### src/rtl/blink_sequencer.sv
// rtl/blink_sequencer.sv - command-driven LED blink sequencer with built-in tick prescaler
module blink_sequencer #(
  parameter int TICK_DIV = 100000000
) (
  input  logic       clk_in,
  input  logic       rst_n,
  input  logic       cmd_valid,
  output logic       cmd_ready,
  input  logic [7:0] cmd_on_ticks,
  input  logic [7:0] cmd_off_ticks,
  input  logic [7:0] cmd_count,
  input  logic       abort,
  output logic       led,
  output logic       busy,
  output logic       done,
  output logic       aborted
);

  localparam int PW = (TICK_DIV > 1) ? $clog2(TICK_DIV) : 1;
  localparam logic [PW-1:0] PRESC_MAX = PW'(TICK_DIV - 1);

  typedef enum logic [1:0] {IDLE, ON, OFF} state_t;

  state_t        state, state_n;
  logic [PW-1:0] presc, presc_n;
  logic [7:0]    phase, phase_n;
  logic [7:0]    blinks, blinks_n;
  logic [7:0]    on_r, on_n;
  logic [7:0]    off_r, off_n;
  logic          led_n, busy_n, done_n, aborted_n;
  logic          tick;

  assign cmd_ready = !busy;
  assign tick      = (presc == PRESC_MAX);

  always_ff @(posedge clk_in or negedge rst_n) begin
    if (!rst_n) begin
      state   <= IDLE;
      presc   <= '0;
      phase   <= '0;
      blinks  <= '0;
      on_r    <= '0;
      off_r   <= '0;
      led     <= 1'b0;
      busy    <= 1'b0;
      done    <= 1'b0;
      aborted <= 1'b0;
    end else begin
      state   <= state_n;
      presc   <= presc_n;
      phase   <= phase_n;
      blinks  <= blinks_n;
      on_r    <= on_n;
      off_r   <= off_n;
      led     <= led_n;
      busy    <= busy_n;
      done    <= done_n;
      aborted <= aborted_n;
    end
  end

  always_comb begin
    state_n   = state;
    presc_n   = presc;
    phase_n   = phase;
    blinks_n  = blinks;
    on_n      = on_r;
    off_n     = off_r;
    led_n     = led;
    busy_n    = busy;
    done_n    = 1'b0;
    aborted_n = 1'b0;

    if (state != IDLE) presc_n = tick ? '0 : presc + PW'(1);

    case (state)
      IDLE: begin
        if (cmd_valid && cmd_ready) begin
          if (cmd_count == 8'd0 || cmd_on_ticks == 8'd0) begin
            done_n = 1'b1;
          end else begin
            state_n  = ON;
            presc_n  = '0;
            phase_n  = cmd_on_ticks;
            blinks_n = cmd_count;
            on_n     = cmd_on_ticks;
            off_n    = (cmd_off_ticks == 8'd0) ? 8'd1 : cmd_off_ticks;
            led_n    = 1'b1;
            busy_n   = 1'b1;
          end
        end
      end
      ON, OFF: begin
        // abort outranks any tick, including the final one of the sequence
        if (abort) begin
          state_n   = IDLE;
          presc_n   = '0;
          led_n     = 1'b0;
          busy_n    = 1'b0;
          aborted_n = 1'b1;
        end else if (tick) begin
          if (phase != 8'd1) begin
            phase_n = phase - 8'd1;
          end else if (state == ON) begin
            state_n = OFF;
            phase_n = off_r;
            led_n   = 1'b0;
          end else if (blinks == 8'd1) begin
            state_n = IDLE;
            presc_n = '0;
            busy_n  = 1'b0;
            done_n  = 1'b1;
          end else begin
            state_n  = ON;
            blinks_n = blinks - 8'd1;
            phase_n  = on_r;
            led_n    = 1'b1;
          end
        end
      end
      default: state_n = IDLE;
    endcase
  end

endmodule

### config.mk
export PLATFORM = sky130hd
export DESIGN_NAME = blink_sequencer
export DESIGN_NICKNAME = d
export VERILOG_FILES = /design/src/rtl/blink_sequencer.sv
export SDC_FILE = /design/constraint.sdc
export NUM_CORES = 1
export LEC_CHECK = 0
export ABC_AREA = 1
export CAP_MARGIN = 20
export CELL_PAD_IN_SITES_DETAIL_PLACEMENT = 2
export CELL_PAD_IN_SITES_GLOBAL_PLACEMENT = 2
export CORE_AREA = 2 2 135 104
export DETAILED_ROUTE_END_ITERATION = 6
export DIE_AREA = 0 0 137 106
export GPL_TIMING_DRIVEN = 0
export HOLD_SLACK_MARGIN = 0.1
export PLACE_DENSITY = 0.9
export SKIP_LAST_GASP = 1
export SLEW_MARGIN = 30
export SYNTH_ARGS = -nofsm -noshare
export SYNTH_HDL_FRONTEND = slang
export SYNTH_SLANG_ARGS = --single-unit
### constraint.sdc
create_clock -name clk_in -period 2.04 [get_ports clk_in]
set_clock_uncertainty 0.05 [all_clocks]
set_input_delay 0.204 -clock clk_in [delete_from_list [all_inputs] [get_ports clk_in]]
set_output_delay 0.204 -clock clk_in [all_outputs]
set_load 0.01 [all_outputs]
==> impl_metrics.toml <==
[run_status]
status = "complete, but fails checks"
violations = "negative setup slack"

[clocking]
root_buffer = "clkbuf_16"
numCtsBuffers = 9
clock_latency_ps = 380
clk_path_buf_depth = 2
cts_tree = "yes"
clkSinkCount = 65
clkTransAtPathRegs_ps = 80
h-tree-depth = 3

[logic_synthesis]
synth_area_per_cell_um2 = 6.76
syn_nets = 666
synthTopCellsByCount = "nand2_1 (190), nor2_1 (94), inv_1 (73)"
synth_edf_count = 0
syn_inst = 629
synth-seq-area-share_pct = 38.3
synthesis.area_um2 = 4250
async_flop_share_pct = 100
synth_ff_type = "dfrtp_1"
synth_seq_cells = 65
synth_top_area_share_pct = 38.3
ys_types = 38
ys_warn_count = 0
synthTopCellsByArea = "dfrtp_1 (38%), nand2_1 (17%), nor2_1 (8.3%)"
synth.most_common_cell = "nand2_1"
synth_top_cell_by_area = "dfrtp_1"

[power_and_ir_drop]
pwr-share-seq_pct = 22.6
p_leak_uw = 0.00269
swShare_pct = 49.4
p_per_area_nw_per_um2 = 1630
vdd_drop_max_v = 0.000645
p_comb_share_pct = 56.9
intPower_uw = 4780
p_sw_uw = 4670
clock_power_share_pct = 20.5

[layout]
syn_to_final_growth_pct = 36.6
fin_area_um2 = 5810
layout.nets = 748
layout-drive-gt1-share_pct = 20.8
nFillCells = 1536

[floorplanning]
initial_core_util_pct = 31.9
dieArea_um2 = 14500
die_h_um = 106
num_rows = 37
die_x_um = 137
coreArea_um2 = 13300
ios = 33

[worst_setup_path]
r2r_cells = 10
critPathRequiredTime_ps = 2300
cp_common_cell = "nand2_1"
critical_path_arrival_ps = 2470
cp_slowest_cell = "dfrtp_1"
crit_chain = "ha_2 > nand3_2 > nor2_4 > buf_4 > nand4_1 > o21bai_1 > nand2_1 > nor2_1 > nand2_1 > inv_1"
worstSetupPathType = "register to register"
critPathCaptureType = "register"
start_kind = "register"
crit_path_max_incr_delay_ps = 430
path_max_fanout = 3

[timing]
post-route-min-period_ps = 2210
fin_crit_sh_pct = 108
finalHoldViolCount = 0
rsz0062_at_grt = "true"
slew_violations = 0
setup_violations = 39
fin_ws_ps = -170
whs_ps = 217
fmax_ghz = 0.452
relSlewSlack_pct = 55.8
tightest_slew_ps = 657

[grt]
grt_usage_pct = 29.5
grt_pass1_vias = 5481
busiest_layer = "met2"
grtUsageMet3_pct = 5.39
grt_util_met2_pct = 50.4
met1_usage_pct = 35.9
grt_pass1_wl_mm = 31.9
grt_max_degree = 47
antenna_found_initial = 1
overflow = 0

[drt]
viasPerCell = 5.82
wl_per_cell_um = 28.4
wl_mm = 25.3
drt_iter0_drc = 395
drc_errors = 0
ant_nets = 0
dr_total_vias = 5188
firstDrtPassIters = 5

[placement]
placed_area_um2 = 4810
port-buffer-count = 32
place_congestion = 0.848
hpwl_mm = 11.6

[min_path]
timing.hold.worst.class = "input pin to async pin"

[flow_run]
max_cap_viol_count = 0
-- power groups by stage --
stage / clock, uW / combinational [uW] / sequential [uW]
2_1_floorplan: 0 / 2240 / 1920
3_3_place_gp: 0 / 3080 / 1980
3_5_place_dp: 0 / 3340 / 2020
4_1_cts: 1860 / 3850 / 2010
5_1_grt: 1980 / 5600 / 2170
6_report: 1940 / 5380 / 2140
-- critical path, delay by kind of cell (launching register included) --
family          cells  cell delay (ps)
flops               1              430
compound gates      1              280
buf+inv             2              250
fa+ha+maj           1              260
simple gates        6              880
-- cells in the final DEF, fill, tap and decap left out, types with 9 or more instances in the layout --
master and instances:
buf_4 32, nand2_2 13, nand2_1 176, nor3_1 9, nand3_1 57, o21ai_0 27, nor2_2 14, inv_1 67
nor2_4 12, xor2_1 13, nor2_1 77, clkbuf_16 10, nand4_1 16, dfrtp_1 59, clkdlybuf4s50_1 31
-- state kept, by name, summed over array words and instances (netlist names) --
name	cells
on_r	8
blinks	8
done	1
led	1
aborted	1
busy	1
phase	8
off_r	8
state	2
presc	27
-- stage by stage --
stage          cells  setup WS, ps  TNS [ps]  utilization (%)  total power, uW
3_3_place_gp     836         -1670   -111250             35.9             5060
6_report         892          -170     -2470             43.6             9450
4_1_cts          864         0.812         0             39.9             7720
5_1_grt          892          -213     -5170             43.6             9750
3_5_place_dp     837          -375    -13200             36.1             5360
2_1_floorplan    629           237         0                -             4160
-- worst paths after layout --
check                                  from   endpoint  slack, ps
min                                   rst_n  presc[12]        220
min in group clk_in        cmd_off_ticks[7]   off_r[7]        380
max                                presc[0]  presc[16]       -170
max in group asynchronous             rst_n   state[0]       1140
max reg2reg                        presc[0]  presc[16]       -170
min reg2reg                        off_r[6]   off_r[6]        450
-- logic make-up after synthesis --
group | count (synthesis) | share of synthesized area, %
muxes | 1 | 0.236
adders and majority gates | 9 | 2.65
xor gates and xnor gates | 17 | 3.50
and+or+nand+nor | 396 | 40.1
DFF | 65 | 38.3
buffers and inverters | 90 | 8.42
AOI/OAI and AO/OA | 51 | 6.80
-- final cells by class --
cell class	instances	area (um^2)	share of cell area [%]
diodes	1	2.50	0.0431
plain buffers	13	108	1.85
clock buffers	9	225	3.88
clock inverters	7	119	2.05
inverters	77	309	5.32
multi-input cells	474	2500	43.1
flip-flops and latches	65	1630	28.1
well taps	175	219	3.77
repair buffers	71	687	11.8
-- per-layer routing --
layer | part of all wire, % | up-vias
li1 | - | 2149
met1 | 40 | 2689
met2 | 49 | 252
met3 | 5.2 | 98
met4 | 5.5 | 0
met5 | 0 | -
-- timing repair --
item                                    4_1_cts  5_1_grt
hold buffers                                  1        0
endpoints found under the hold margin        65        0
endpoints found under the setup margin       63       64
pin swaps                                     3       18
buffers inserted                             10       26
cloned                                        0        1
gates resized for setup                      17      102
Power figures use the tool's default switching activity.
